**config.mk**
```make
export PLATFORM = sky130hd
export DESIGN_NAME = imm_field_encoder
export DESIGN_NICKNAME = d
export VERILOG_FILES = /design/src/rtl/imm_field_encoder_pkg.sv /design/src/rtl/imm_field_pack.sv /design/src/rtl/imm_field_encoder.sv
export SDC_FILE = /design/constraint.sdc
export NUM_CORES = 1
export LEC_CHECK = 0
export CORE_ASPECT_RATIO = 0.75
export CORE_MARGIN = 2
export CORE_UTILIZATION = 40
export CTS_BUF_LIST = sky130_fd_sc_hd__clkbuf_8 sky130_fd_sc_hd__clkbuf_16
export DETAILED_ROUTE_END_ITERATION = 6
export PLACE_DENSITY = 0.77
export REMOVE_ABC_BUFFERS = 1
export SLEW_MARGIN = 20
export SYNTH_ARGS = -nofsm -noshare
export SYNTH_HDL_FRONTEND = slang
export SYNTH_SLANG_ARGS = --single-unit
```
**constraint.sdc**
```tcl
create_clock -name clk -period 1.8 [get_ports clk]
set_input_delay 0.27 -clock clk [delete_from_list [all_inputs] [get_ports clk]]
set_output_delay 0.27 -clock clk [all_outputs]
set_load 0.03 [all_outputs]
```
**src/rtl/imm_field_encoder_pkg.sv**
```systemverilog
// Shared definitions for the immediate field encoder.
//
// Holds the ImmSrc format encodings, the legal immediate ranges per format, the
// saturation limit of the error counter and a small range-check helper.

package imm_field_encoder_pkg;

    // ImmSrc encodings; 2'b11 is reserved and always rejected.
    localparam logic [1:0] IMM_I = 2'b00;
    localparam logic [1:0] IMM_S = 2'b01;
    localparam logic [1:0] IMM_B = 2'b10;

    // I and S formats carry a 12-bit signed immediate.
    localparam int IMM_IS_MIN = -2048;
    localparam int IMM_IS_MAX = 2047;

    // B format carries a 13-bit signed, even immediate (bit 0 is implicit zero).
    localparam int IMM_B_MIN = -4096;
    localparam int IMM_B_MAX = 4094;

    localparam logic [7:0] ERR_COUNT_MAX = 8'hFF;

    // True when the 32-bit two's-complement value lies within [lo, hi].
    function automatic logic imm_in_range(input logic signed [31:0] value,
                                          input int lo, input int hi);
        return (value >= lo) && (value <= hi);
    endfunction

endpackage

```
**src/rtl/imm_field_pack.sv**
```systemverilog
// Combinational immediate packer.
//
// Scatters a signed immediate into the RISC-V I/S/B instruction bit-fields and
// merges it into a base instruction word; every bit outside the format's
// immediate fields is passed through from base. Flags immediates that cannot be
// represented in the selected format, and the reserved format code.
//
// Ports:
//   imm_src  format select (IMM_I / IMM_S / IMM_B, 2'b11 reserved)
//   imm      signed immediate to encode
//   base     instruction word supplying all non-immediate bits
//   instr    merged instruction word
//   illegal  immediate out of range, misaligned (B) or reserved format

module imm_field_pack
    import imm_field_encoder_pkg::*;
(
    input  logic [1:0]  imm_src,
    input  logic [31:0] imm,
    input  logic [31:0] base,
    output logic [31:0] instr,
    output logic        illegal
);

    always_comb begin
        instr   = base;
        illegal = 1'b0;
        case (imm_src)
            IMM_I: begin
                instr[31:20] = imm[11:0];
                illegal      = !imm_in_range(imm, IMM_IS_MIN, IMM_IS_MAX);
            end
            IMM_S: begin
                instr[31:25] = imm[11:5];
                instr[11:7]  = imm[4:0];
                illegal      = !imm_in_range(imm, IMM_IS_MIN, IMM_IS_MAX);
            end
            IMM_B: begin
                // imm[0] has no slot in the B format, so an odd value is unencodable.
                instr[31]    = imm[12];
                instr[30:25] = imm[10:5];
                instr[11:8]  = imm[4:1];
                instr[7]     = imm[11];
                illegal      = !imm_in_range(imm, IMM_B_MIN, IMM_B_MAX) || imm[0];
            end
            default: begin
                illegal = 1'b1;
            end
        endcase
    end

endmodule

```
**src/rtl/imm_field_encoder.sv**
```systemverilog
// Immediate field encoder with instruction-memory write stream.
//
// Accepts (ImmSrc, Imm, Base, Last) items, encodes the immediate into the base
// instruction and presents the word with a sequential byte write address. A
// single output register gives one-cycle latency and full throughput with
// pass-through ready. Unencodable items are consumed silently and recorded in
// a sticky error flag and a saturating error counter.
//
// Ports:
//   clk, rst_n           clock, asynchronous active-low reset
//   In_Valid, In_Ready   input handshake
//   ImmSrc, Imm, Base    format, immediate, base instruction word
//   Last                 final item of a program
//   Out_Valid, Out_Ready output handshake
//   Instr_Out, Addr_Out  encoded word and its write address
//   Err, Err_Clr         sticky error flag and its clear
//   Err_Count            saturating count of rejected items
//   Done                 one-cycle pulse when a program completes

module imm_field_encoder
    import imm_field_encoder_pkg::*;
#(
    parameter int unsigned ADDR_W     = 10,
    parameter int unsigned START_ADDR = 0,
    parameter int unsigned ADDR_STEP  = 4
) (
    input  logic              clk,
    input  logic              rst_n,
    input  logic              In_Valid,
    output logic              In_Ready,
    input  logic [1:0]        ImmSrc,
    input  logic [31:0]       Imm,
    input  logic [31:0]       Base,
    input  logic              Last,
    output logic              Out_Valid,
    input  logic              Out_Ready,
    output logic [31:0]       Instr_Out,
    output logic [ADDR_W-1:0] Addr_Out,
    output logic              Err,
    input  logic              Err_Clr,
    output logic [7:0]        Err_Count,
    output logic              Done
);

    localparam logic [ADDR_W-1:0] StartAddr = ADDR_W'(START_ADDR);
    localparam logic [ADDR_W-1:0] AddrStep  = ADDR_W'(ADDR_STEP);

    logic [31:0] pack_instr;
    logic        pack_illegal;

    imm_field_pack u_pack (
        .imm_src (ImmSrc),
        .imm     (Imm),
        .base    (Base),
        .instr   (pack_instr),
        .illegal (pack_illegal)
    );

    logic              out_valid_q, out_valid_d;
    logic [31:0]       instr_q, instr_d;
    logic [ADDR_W-1:0] addr_out_q, addr_out_d;
    logic              last_q, last_d;      // Last flag of the held word
    logic [ADDR_W-1:0] addr_q, addr_d;      // address of the next word to be written
    logic              err_q, err_d;
    logic [7:0]        err_cnt_q, err_cnt_d;
    logic              done_q, done_d;

    logic              in_hs;
    logic              out_hs;
    logic              acc_word;
    logic              acc_err;
    logic [ADDR_W-1:0] addr_next;

    assign In_Ready = !out_valid_q || Out_Ready;
    assign in_hs    = In_Valid && In_Ready;
    assign out_hs   = out_valid_q && Out_Ready;
    assign acc_word = in_hs && !pack_illegal;
    assign acc_err  = in_hs && pack_illegal;

    // Address bookkeeping. The address only moves when a word leaves, so a word
    // accepted in the same cycle as a handshake already sees the advanced (or
    // reloaded, if the departing word ended a program) address.
    always_comb begin
        addr_next = addr_q;
        if (out_hs) begin
            addr_next = last_q ? StartAddr : addr_q + AddrStep;
        end
        addr_d = addr_next;
        if (acc_err && Last) begin
            addr_d = StartAddr;
        end
    end

    // Output register: load on a legal acceptance, otherwise hold the word and
    // drop valid once it has been taken.
    always_comb begin
        out_valid_d = out_valid_q;
        instr_d     = instr_q;
        addr_out_d  = addr_out_q;
        last_d      = last_q;
        if (acc_word) begin
            out_valid_d = 1'b1;
            instr_d     = pack_instr;
            addr_out_d  = addr_next;
            last_d      = Last;
        end else if (out_hs) begin
            out_valid_d = 1'b0;
        end
    end

    // Error tracking; a rejection in the same cycle as a clear counts as the
    // first error after the clear.
    always_comb begin
        err_d     = err_q;
        err_cnt_d = err_cnt_q;
        if (Err_Clr) begin
            err_d     = 1'b0;
            err_cnt_d = 8'd0;
        end
        if (acc_err) begin
            err_d = 1'b1;
            if (Err_Clr) begin
                err_cnt_d = 8'd1;
            end else if (err_cnt_q != ERR_COUNT_MAX) begin
                err_cnt_d = err_cnt_q + 8'd1;
            end
        end
    end

    assign done_d = (out_hs && last_q) || (acc_err && Last);

    always_ff @(posedge clk or negedge rst_n) begin
        if (!rst_n) begin
            out_valid_q <= 1'b0;
            instr_q     <= 32'd0;
            addr_out_q  <= '0;
            last_q      <= 1'b0;
            addr_q      <= StartAddr;
            err_q       <= 1'b0;
            err_cnt_q   <= 8'd0;
            done_q      <= 1'b0;
        end else begin
            out_valid_q <= out_valid_d;
            instr_q     <= instr_d;
            addr_out_q  <= addr_out_d;
            last_q      <= last_d;
            addr_q      <= addr_d;
            err_q       <= err_d;
            err_cnt_q   <= err_cnt_d;
            done_q      <= done_d;
        end
    end

    assign Out_Valid = out_valid_q;
    assign Instr_Out = instr_q;
    assign Addr_Out  = addr_out_q;
    assign Err       = err_q;
    assign Err_Count = err_cnt_q;
    assign Done      = done_q;

endmodule

```
==> flow_metrics.tcl <==
set metrics [dict create \
    timing.final.ws_setup_ps -43.10 \
    via_per_inst 5.157 \
    synth-seq-area-share_pct 49.46 \
    power_density_mw_per_mm2 951.9 \
    p_comb_share_pct 36.1 \
    rows 28 \
    r2r_start "Err_Count[0]" \
    finalWeightedCongestion 0.8336 \
    grt_pass1_wl_um 14390 \
    use_met1_pct 26.40 \
    clk_pin_slew_ps 70 \
    synthCells 292 \
    grt_use_met2_pct 35.79 \
    power.leakage_nw 2.510 \
    synth_warnings 0 \
    grt_max_degree 65 \
    pre_cts_slack_ps -789.2 \
    clock_skew_ps 8.459 \
    startpoint "Imm[17]" \
    cts_made_buffers 9 \
    use_met3_pct 6.270 \
    clock_power_share_pct 27.6 \
    synth_area_mm2 0.003238 \
    port_buffers 125 \
    grt-busiest-layer "met2" \
    vdd_ir_drop_max_mv 0.5637 \
    cp.required_ps 2020 \
    clock_path_buffers 2 \
    grt_overflow_total 0 \
    cp-end-kind "flop" \
    die-area_mm2 0.008838 \
    swShare_pct 32.33 \
    synth_top_area_share_pct 49.46 \
    drt_iter0_drc 147 \
    ys_seq_elements 64 \
    clock_sinks 64 \
    fin_cells 567 \
    status "finished, violations left" \
    min_period_ps 1843 \
    wirelength_um 9409 \
    seqPwrFrac_pct 36.3 \
    die_w_um 107.9 \
    antennaDiodeCount 0 \
    switchingPower_mw 1.648 \
    crit_arrival_ps 2070 \
    grt_use_total_pct 21.22 \
    drc 0 \
    drive_gt1_share_pct 29.00 \
    netlist_top_cells_area "dfrtp_1, mux2_4, o21ai_0" \
    fmax_mhz 542.6 \
    syn_to_final_growth_pct 65.42 \
    synth.distinct_cells 43 \
    initial_core_util_pct 41.08 \
    wire_per_inst_um 16.59 \
    rsz0062_at_grt "true" \
    start_kind "input pin" \
    placed_cells_incl_taps 543 \
    core_mm2 0.007883 \
    detailroute.via_count 2924 \
    final_common_cell "clkdlybuf4s50_1" \
    cts_tree "built" \
    final_nets 536 \
    final_hold_viol_count 0 \
    htreeDepth 3 \
    worstPathMaxFanout 6 \
    final_cell_mix "clkdlybuf4s50_1, dfrtp_1, buf_4" \
    ant_nets 0 \
    hp-class "input pin to flop" \
    clock_latency_ps 340 \
    cts_root_buf "clkbuf_8" \
    grt_pass1_vias 2967 \
    firstDrtPassIters 5 \
    io_pins 126 \
    place_hpwl_um 6478 \
    slew_violations 0 \
    critPathKind "input pin to flop" \
    min_period_over_period_pct 102.4 \
    antenna_found_initial 0 \
    worst_pin_slew_ps 519.2 \
    worstHoldStart "Imm[0]" \
    violations "negative setup slack" \
    final-setup-viol-count 31 \
    yosysTopAreaCell "dfrtp_1" \
    die_h_um 81.92 \
    relSlewSlack_pct 65.28 \
    p_int_mw 3.451 \
    avgSynthCellArea_um2 11.09 \
    cap_violations 0 \
]
critical path, cell delays in order:
cell and delay, ps:
buf_6 90, or4_4 560, nor3_4 140, a22oi_2 130, a22oi_4 260, nand2_8 140
buf_12 170, mux2_4 300
cells in the mapped netlist, drive strengths merged:
cell and number:
dfrtp 64, o21ai 33, mux2 31, nor2 24, nand2 19, a21oi 10
nor3 9, clkbuf 8, inv 8, mux2i 8, nand4 8, nor4 8
a22o 7, buf 6, ha 6, nand2b 5, a22oi 4, and3 4
nand3 4, nor2b 4, and2 3, nor3b 3, o31ai 3, xnor2 2
a211oi 1, a311oi 1, a31oi 1, a41oi 1, and4 1, o211ai 1
o21a 1, o22ai 1, or3 1, or4 1, xor2 1
layer usage:
layer / routed length [um] / up-vias
met4: 97 / 0
met3: 611 / 11
met2: 4596 / 105
li1: - / 1395
met5: 0 / -
met1: 4103 / 1413
repair_timing:
action / in CTS / in global routing
buffers inserted: 4 / 1
hold endpoints to repair: 64 / 0
resized for setup: 68 / 60
setup endpoints to repair: 64 / 59
pin swaps: 17 / 20
cloned: 2 / 2
hold buffers: 1 / 0
final timing paths:
kind,endpoint,slack (ps),depth (start not counted)
min in group asynchronous,Addr_Out[7],460,3
max in group asynchronous,Instr_Out[26],1040,3
worst max register to register,Err_Count[3],30,7
worst max-delay path,Instr_Out[1],-40,8
worst min-delay path,Instr_Out[20],450,4
worst min register to register,Addr_Out[5],500,2
cells by family (layout without fill, tap and decap cells):
| group | count (synthesis) | after routing | synth area share (%) |
|---|---|---|---|
| and+or+nand+nor | 94 | 95 | 15.46 |
| muxes | 39 | 39 | 16.04 |
| adders and majority gates | 6 | 6 | 2.318 |
| AOI/OAI and AO/OA | 64 | 64 | 12.21 |
| xor gates and xnor gates | 3 | 3 | 0.8116 |
| buffers and inverters | 22 | 191 | 3.709 |
| DFF | 64 | 64 | 49.46 |
power groups by stage:
| stage | registers [mW] | logic (mW) | clock network, mW |
|---|---|---|---|
| after floorplan | 2.30 | 0.464 | 0 |
| after global placement | 1.86 | 1.72 | 0 |
| after detailed placement | 1.87 | 1.76 | 0 |
| after CTS | 1.85 | 1.81 | 1.43 |
| after global routing | 1.89 | 1.95 | 1.50 |
| final | 1.85 | 1.84 | 1.41 |
through the flow:
step	setup TNS, ps	total power [mW]	hold slack, ps	area (um2)	utilization (%)
floorplan	-16850	2.765	-25.59	3148	-
global placement	-40510	3.582	310.1	4811	61.03
detailed placement	-42760	3.630	316.1	4811	61.03
CTS	-705.2	5.096	481.2	5223	66.25
global route	-3406	5.342	487.5	5356	67.95
finish	-875.0	5.099	447.0	5356	67.95
sequential cells by signal (all words and copies together) (netlist names):
name / cells
Addr_Out: 10
Instr_Out: 32
Out_Valid: 1
Err_Count: 8
Err: 1
addr_q: 10
Done: 1
last_q: 1
cell type report:
class                      instances  area [um2]
clock buffer                      11       151.4
clock inverter                     4       68.82
fill                             598        2526
inverter                           8       30.03
multi-input combinational        207        1729
sequential                        64        1602
tap                              105       131.4
timing repair buffer             168        1644
(Power assumes the default switching activity.)
